--- config.mk ---
export PLATFORM = sky130hd
export DESIGN_NAME = sha256_digest_accum
export DESIGN_NICKNAME = d
export VERILOG_FILES = /design/src/rtl/sha256_pkg.sv /design/src/rtl/sha256_word_add8.sv /design/src/rtl/sha256_digest_accum.sv
export SDC_FILE = /design/constraint.sdc
export NUM_CORES = 1
export LEC_CHECK = 0
export ABC_AREA = 0
export CORE_AREA = 2 2 315 317
export DETAILED_ROUTE_END_ITERATION = 8
export DIE_AREA = 0 0 317 319
export PLACE_DENSITY_LB_ADDON = 0.08
export SLEW_MARGIN = 20
export SYNTH_ARGS = -nofsm -noshare
export SYNTH_HDL_FRONTEND = slang
export SYNTH_SLANG_ARGS = --single-unit
--- constraint.sdc ---
create_clock -name clk -period 5.6 [get_ports clk]
set_clock_uncertainty 0.2 [all_clocks]
set_input_delay 1.12 -clock clk [delete_from_list [all_inputs] [get_ports clk]]
set_output_delay 1.12 -clock clk [all_outputs]
set_load 0.005 [all_outputs]
--- src/rtl/sha256_pkg.sv ---
// Shared SHA-256 constants: the eight initial hash words, the packed 256-bit IV
// and the state encoding of the digest accumulator.
package sha256_pkg;

  localparam logic [31:0] IvA = 32'h6a09e667;
  localparam logic [31:0] IvB = 32'hbb67ae85;
  localparam logic [31:0] IvC = 32'h3c6ef372;
  localparam logic [31:0] IvD = 32'ha54ff53a;
  localparam logic [31:0] IvE = 32'h510e527f;
  localparam logic [31:0] IvF = 32'h9b05688c;
  localparam logic [31:0] IvG = 32'h1f83d9ab;
  localparam logic [31:0] IvH = 32'h5be0cd19;

  // Word A in the most significant slot, H in the least.
  localparam logic [255:0] Sha256Iv = {IvA, IvB, IvC, IvD, IvE, IvF, IvG, IvH};

  typedef enum logic [1:0] {
    StIdle  = 2'd0,
    StAccum = 2'd1,
    StHold  = 2'd2
  } state_e;

endpackage

--- src/rtl/sha256_word_add8.sv ---
// Eight independent 32-bit modulo-2^32 adders over packed 256-bit vectors;
// no carry crosses a word boundary.
module sha256_word_add8 (
  input  logic [255:0] a_i,
  input  logic [255:0] b_i,
  output logic [255:0] sum_o
);

  for (genvar i = 0; i < 8; i++) begin : g_word
    assign sum_o[i*32 +: 32] = a_i[i*32 +: 32] + b_i[i*32 +: 32];
  end

endmodule

--- src/rtl/sha256_digest_accum.sv ---
// SHA-256 feed-forward accumulator: adds each compressed block onto the chaining
// value and presents the final digest. Optional protocol check: SHA256_ROUND_CHECK_EN.
module sha256_digest_accum
  import sha256_pkg::*;
(
  input  logic         clk,
  input  logic         rst_n,
  input  logic         in_valid,
  output logic         in_ready,
  input  logic         in_first,
  input  logic         in_last,
  input  logic [5:0]   round_in,
  input  logic [255:0] hash_middle_in,
  output logic [255:0] chain_out,
  output logic [255:0] digest,
  output logic         digest_valid,
  input  logic         digest_ready,
  output logic [15:0]  blk_cnt,
  output logic         round_err
);

  state_e        state_q, state_d;
  logic [255:0]  chain_q, chain_d;
  logic [255:0]  digest_q, digest_d;
  logic          dvalid_q, dvalid_d;
  logic [15:0]   cnt_q, cnt_d;

  logic          accept;
  logic          use_iv;
  logic [255:0]  base;
  logic [255:0]  sum;

  assign in_ready = (state_q != StHold) || digest_ready;
  assign accept   = in_valid && in_ready;
  assign use_iv   = in_first || (state_q == StIdle);
  assign base     = use_iv ? Sha256Iv : chain_q;

  sha256_word_add8 u_add (
    .a_i   (base),
    .b_i   (hash_middle_in),
    .sum_o (sum)
  );

  always_comb begin
    state_d  = state_q;
    chain_d  = chain_q;
    digest_d = digest_q;
    dvalid_d = dvalid_q;
    cnt_d    = cnt_q;
    if (accept) begin
      chain_d  = sum;
      cnt_d    = use_iv ? 16'd1 : ((cnt_q == 16'hFFFF) ? cnt_q : cnt_q + 16'd1);
      dvalid_d = in_last;
      if (in_last) begin
        digest_d = sum;
        state_d  = StHold;
      end else begin
        state_d  = StAccum;
      end
    end else if ((state_q == StHold) && digest_ready) begin
      // Consumer took the digest; the value itself stays visible.
      dvalid_d = 1'b0;
      state_d  = StIdle;
    end
  end

  always_ff @(posedge clk or negedge rst_n) begin
    if (!rst_n) begin
      state_q  <= StIdle;
      chain_q  <= Sha256Iv;
      digest_q <= '0;
      dvalid_q <= 1'b0;
      cnt_q    <= '0;
    end else begin
      state_q  <= state_d;
      chain_q  <= chain_d;
      digest_q <= digest_d;
      dvalid_q <= dvalid_d;
      cnt_q    <= cnt_d;
    end
  end

  assign chain_out    = chain_q;
  assign digest       = digest_q;
  assign digest_valid = dvalid_q;
  assign blk_cnt      = cnt_q;

`ifdef SHA256_ROUND_CHECK_EN
  logic err_q, err_d;

  // Sticky: a block arriving mid-round or a continuation with no open message.
  always_comb begin
    err_d = err_q;
    if (accept && ((round_in != 6'd0) || (!in_first && (state_q == StIdle)))) begin
      err_d = 1'b1;
    end
  end

  always_ff @(posedge clk or negedge rst_n) begin
    if (!rst_n) begin
      err_q <= 1'b0;
    end else begin
      err_q <= err_d;
    end
  end

  assign round_err = err_q;
`else
  logic unused_round;
  assign unused_round = ^round_in;
  assign round_err    = 1'b0;
`endif

endmodule

==> results.cfg, run 1 <==
[outcome]
run_status = complete, no violations

[floorplan]
rows = 115
core_sq_um = 97700
ios = 799
die-area_sq_um = 101100
die_x_um = 317
die_y_um = 319
start_util_pct = 36.12

[cts]
post-cts-setup-buffers = 0
clock_path_buffers = 3
clkLatencyLatePin_ps = 640
cts_made_buffers = 67
ctsRootBufferMaster = clkbuf_16
cts_tree = built
ctsResizeCount = 0
clock-sinks = 530
cts.clk_slew.worst_paths_ps = 60
cts_max_level = 3
holdBufCountCts = 0

[power]
p_leak_nw = 21.32
combPwrFrac_pct = 49.0
powerDensity_nw_per_um2 = 481.4
p_sw_share_pct = 37.48
irDropWorstVdd_v = 0.0002770
fin_total_pwr_mw = 22.66
p_switching_mw = 8.494
p_int_mw = 14.17
power_frac_clock_pct = 20.4
seq_power_share_pct = 30.6

[synth]
synth_cells = 4124
synth_top_area_share_pct = 27.94
synthTopCellsByArea = dfrtp_1, nand2_1, dfstp_2
synthFlopType = dfrtp_1
ys_ff_latch = 530
synth_edf_count = 0
syn_avg_cell_area_sq_um = 8.556
yosysMostFrequentCell = nand2_1
ys_types = 86
syn-num-nets = 4667
synth_warnings = 0
netlist_area_sq_um = 35290
async_flop_share_pct = 100.0
synthTopCellsByCount = nand2_1, dfrtp_1, ha_1, a21oi_1, clkbuf_1
synth_area_leader_cell = dfrtp_1
ys_seq_area_share_pct = 38.07

[grt]
grt_pass1_vias = 31974
grt_use_total_pct = 26.38
grt_pass1_wl_mm = 203.8
grt_max_degree = 117
antenna_found_initial = 18
grt_overflow = 0

[sta]
rsz0062_at_grt = no
period_share_pct = 82.19
tns_ps = 0
setup_viol = 0
worst_pin_slew_ps = 990.9
relSlewSlack_pct = 33.69
post-route-min-period_ps = 4603
finalMaxSlewViolations = 0
final_hold_viol_count = 0
max_freq_mhz = 217.3

[finish]
drive_gt1_share_pct = 9.325
final_cells = 6188
nNetsFinal = 5380
fillCellCount = 9537
final_util_pct = 48.18
area_growth_syn_to_layout_pct = 33.41

[setup_path]
worstPathMaxFanout = 44
crit_arrival_ps = 4880
rrSetupSlack_ps = 1000
startpoint_type = primary input
criticalPathCategory = primary input to register
cp.required_ps = 5880
cp-end-kind = register

[routing]
wl_per_cell_um = 22.02
ant_nets = 0
drt_wl_total_mm = 136.3
viasPerCell = 5.252
drcViolationCount = 0
drt_iter0_drc = 1919
drtPass1Iterations = 5
num_vias = 32500

[min_path]
worstHoldPathType = register to register

[placed_design]
hpwl_mm = 103.7
dp.cells = 6055
numPortBuffers = 791
gp_congestion = 0.9189

[run]
maxCapViolCount = 0
## final timing paths
kind | startpoint | end | cells past startpoint
setup / recovery | in_first | digest[255] | 14
hold / removal | chain_out[131] | chain_out[131] | 2
setup reg to reg | state_q[0] | digest[222] | 15
min in group asynchronous | rst_n | digest[193] | 1
max in group asynchronous | rst_n | digest[46] | 2
hold reg to reg | chain_out[131] | chain_out[131] | 2
## cell type report
| type | instances | area (sq um) | area share [%] |
|---|---|---|---|
| diodes | 11 | 27.53 | 0.05847 |
| clock buffers | 104 | 2093 | 4.447 |
| clock inverters | 18 | 226.5 | 0.4811 |
| inverters | 79 | 296.5 | 0.6299 |
| multi-input cells | 3316 | 20840 | 44.27 |
| flip-flops and latches | 530 | 13430 | 28.54 |
| well taps | 1287 | 1610 | 3.421 |
| repair buffers | 843 | 8548 | 18.16 |
## power groups by stage
stage          combinational (mW)  clock [mW]  sequential [mW]
2_1_floorplan                5.37           0             6.79
3_3_place_gp                 11.1           0             6.97
3_5_place_dp                 11.1           0             6.98
4_1_cts                      11.2        4.74             6.95
5_1_grt                      12.1        4.89             7.14
6_report                     11.1        4.62             6.94
## worst max-delay path, stage by stage
cell	delay (ps)
buf_4	230
nor2_4	410
buf_12	310
and2_1	180
ha_1	290
a21oi_2	220
or3b_1	390
a2111oi_2	450
nor2_2	150
a32oi_2	350
a31oi_1	200
o211ai_2	270
xor2_1	170
o21ai_1	70
## cells in the final DEF, fill, tap and decap left out, types with 50 or more instances in the layout
master / count
a21o_1: 151
a21oi_1: 225
and2_1: 129
clkbuf_16: 73
clkdlybuf4s50_1: 789
dfrtp_1: 394
dfstp_2: 136
ha_1: 267
inv_1: 76
mux2_2: 117
nand2_1: 1087
nand3_1: 77
nor2_1: 149
nor3_1: 50
o21ai_0: 122
o21ai_1: 63
or3_1: 155
xnor2_1: 135
xor2_1: 90
## metrics by stage
step	worst slack (ps)	instance area, sq um	hold WS [ps]
after floorplan	823.3	35290	253.0
after global placement	428.4	44730	252.8
after detailed placement	381.1	44730	254.9
after CTS	958.1	47050	264.6
after global routing	716.6	47070	276.8
final	997.2	47080	262.7
## cell families (layout without fill, tap and decap cells)
kind of cell / Yosys count / count (layout) / synth area share [%]
adder cells (fa/ha/maj): 275 / 275 / 9.922
flip-flops: 530 / 530 / 38.07
multiplexers: 127 / 127 / 4.018
XOR/XNOR: 225 / 225 / 5.585
other: 1 / 12 / 0.01063
buffers and inverters: 278 / 1044 / 2.989
AO/OA/AOI/OAI: 867 / 867 / 16.18
AND/OR/NAND/NOR: 1821 / 1821 / 23.22
## metal layers
layer | global-route usage [%] | routed length [um] | vias to the layer above
li1 | - | - | 15809
met2 | 43.57 | 64840 | 818
met1 | 33.80 | 58890 | 15674
met3 | 5.898 | 8039 | 185
met4 | 8.973 | 4418 | 14
met5 | 0 | 85 | -
## registers in the layout, indices dropped and copies added (netlist names)
register,count
chain_out,256
digest,256
blk_cnt,16
state_q,2
Note: power is estimated with default switching activity, not from simulation.
==> run 2, diff against run 1 <==
Settings changed: CORE_AREA 2 2 315 317 to 2 2 312 314, DIE_AREA 0 0 317 319 to 0 0 314 316.
Clock period 5.6 ns to 3.7 ns, I/O delays scaled along.
==> results.cfg, run 2 (same netlist as run 1, synthesis figures left out) <==
[cts]
cts_max_level = 3
ctsRootBufferMaster = clkbuf_16
cts.clk_slew.worst_paths_ps = 60
cts_made_buffers = 67
clock-sinks = 530
clock_path_buffers = 3
cts_tree = built
clkLatencyLatePin_ps = 640

[routing]
num_vias = 35593
drtPass1Iterations = 5
wl_per_cell_um = 21.58
viasPerCell = 5.151
drt_wl_total_mm = 149.1
ant_nets = 0
drcViolationCount = 0
drt_iter0_drc = 2095

[finish]
finalInstanceArea_sq_um = 55870
area_growth_syn_to_layout_pct = 58.33
drive_gt1_share_pct = 27.86
layout_common_cells = nand2_1, clkdlybuf4s50_1, buf_4
layout_commonest_cell = nand2_1
final_util_pct = 58.20
nNetsFinal = 6107

[power]
p_leak_nw = 25.48
powerDensity_nw_per_um2 = 692.3
irDropWorstVdd_v = 0.0004360

[sta]
worst_pin_slew_ps = 987.9
rsz0062_at_grt = yes
period_share_pct = 102.2
setup_viol = 34
max_freq_mhz = 264.6
finalMaxSlewViolations = 0
holdWs_ps = 264.7
post-route-min-period_ps = 3780
final_hold_viol_count = 0
setup_slack_ps = -79.90
relSlewSlack_pct = 33.89

[setup_path]
worst_r2r_endpoint = digest[254]
worstPathMaxFanout = 6
startpoint_type = register
cp.required_ps = 4010
cp-end-kind = register
r2r_cells = 16
criticalPathCategory = register to register
r2r-start = state_q[1]
crit_arrival_ps = 4090
rrSetupSlack_ps = -80

[placed_design]
gp_congestion = 0.9256
placed_cell_area_sq_um = 50260
hpwl_mm = 114.5
numPortBuffers = 791

[grt]
antenna_found_initial = 23
grt_use_total_pct = 29.09
grt_pass1_wl_mm = 220.4
grt_overflow = 0
grt_max_degree = 86
grt_pass1_vias = 35714

[outcome]
violations = setup timing
run_status = finished, violations left

[min_path]
hold_end = chain_out[192]
hold_start = chain_out[192]
worstHoldPathType = register to register
hold_depth = 2

[floorplan]
die_x_um = 314
die-area_sq_um = 99220
start_util_pct = 36.76
ios = 799
rows = 114
core_sq_um = 95990
die_y_um = 316

[run]
maxCapViolCount = 0
run 2: per-stage QoR:
stage	TNS (ps)	setup slack [ps]	instances	power, mW
6_report	-1311	-79.90	6910	38.68
5_1_grt	-15720	-229.5	6906	41.01
4_1_cts	-2229	-143.2	6868	38.02
3_5_place_dp	-77500	-540.8	6683	30.07
3_3_place_gp	-72160	-525.2	6683	29.98
2_1_floorplan	-5297	-224.5	4124	18.69
run 2: layer usage:
metal / vias to the layer above / share of wire [%] / GRT usage [%]
li1: 17252 / - / -
met1: 17133 / 41 / 35.60
met2: 938 / 48 / 49.02
met3: 258 / 5.9 / 6.644
met4: 12 / 4.4 / 12.68
met5: - / 0.054 / 0
run 2: how the worst max path moves through the flow:
stage                     slack [ps]  startpoint  cells after the start        endpoint
after floorplan                 -220    in_first                     14     digest[244]
after global placement          -530    in_first                     15      digest[31]
after detailed placement        -540    in_first                     15      digest[31]
after global routing            -230  state_q[0]                     20  chain_out[152]
after CTS                       -140  state_q[0]                     16  chain_out[222]
final                            -80  state_q[1]                     16     digest[254]
run 2: power breakdown:
group | switching (mW) | internal (mW) | leakage, nW
registers | 2.10 | 8.68 | 6.24
clock network | 2.79 | 4.17 | 1.13
logic | 9.54 | 11.4 | 18.1
run 2: layout make-up:
class	count	area [sq um]
diodes	17	42.54
clock buffers	93	1949
clock inverters	29	329.1
fillers	8638	40130
inverters	79	296.5
multi-input cells	3316	23740
flip-flops and latches	530	13430
well taps	1276	1597
repair buffers	1570	14490
run 2: critical path, stage by stage, from the launching register on:
cell and delay [ps]:
dfrtp_1 400, nor2_4 50, buf_12 140, buf_16 150
buf_4 130, or3_4 330, ha_4 240, nor2b_4 120
o31a_1 250, o211a_1 240, o31ai_4 350, a211oi_4 120
o311ai_4 270, buf_6 170, o31ai_2 60, xor2_1 160
mux2_4 270
run 2: repair_timing:
item                                    CTS  global route
endpoints found under the setup margin  248           211
pin swaps                                95           147
hold buffers                              1             0
resized for setup                       168           263
cloned                                    6             1
setup buffers                            58            31
endpoints found under the hold margin    30             0
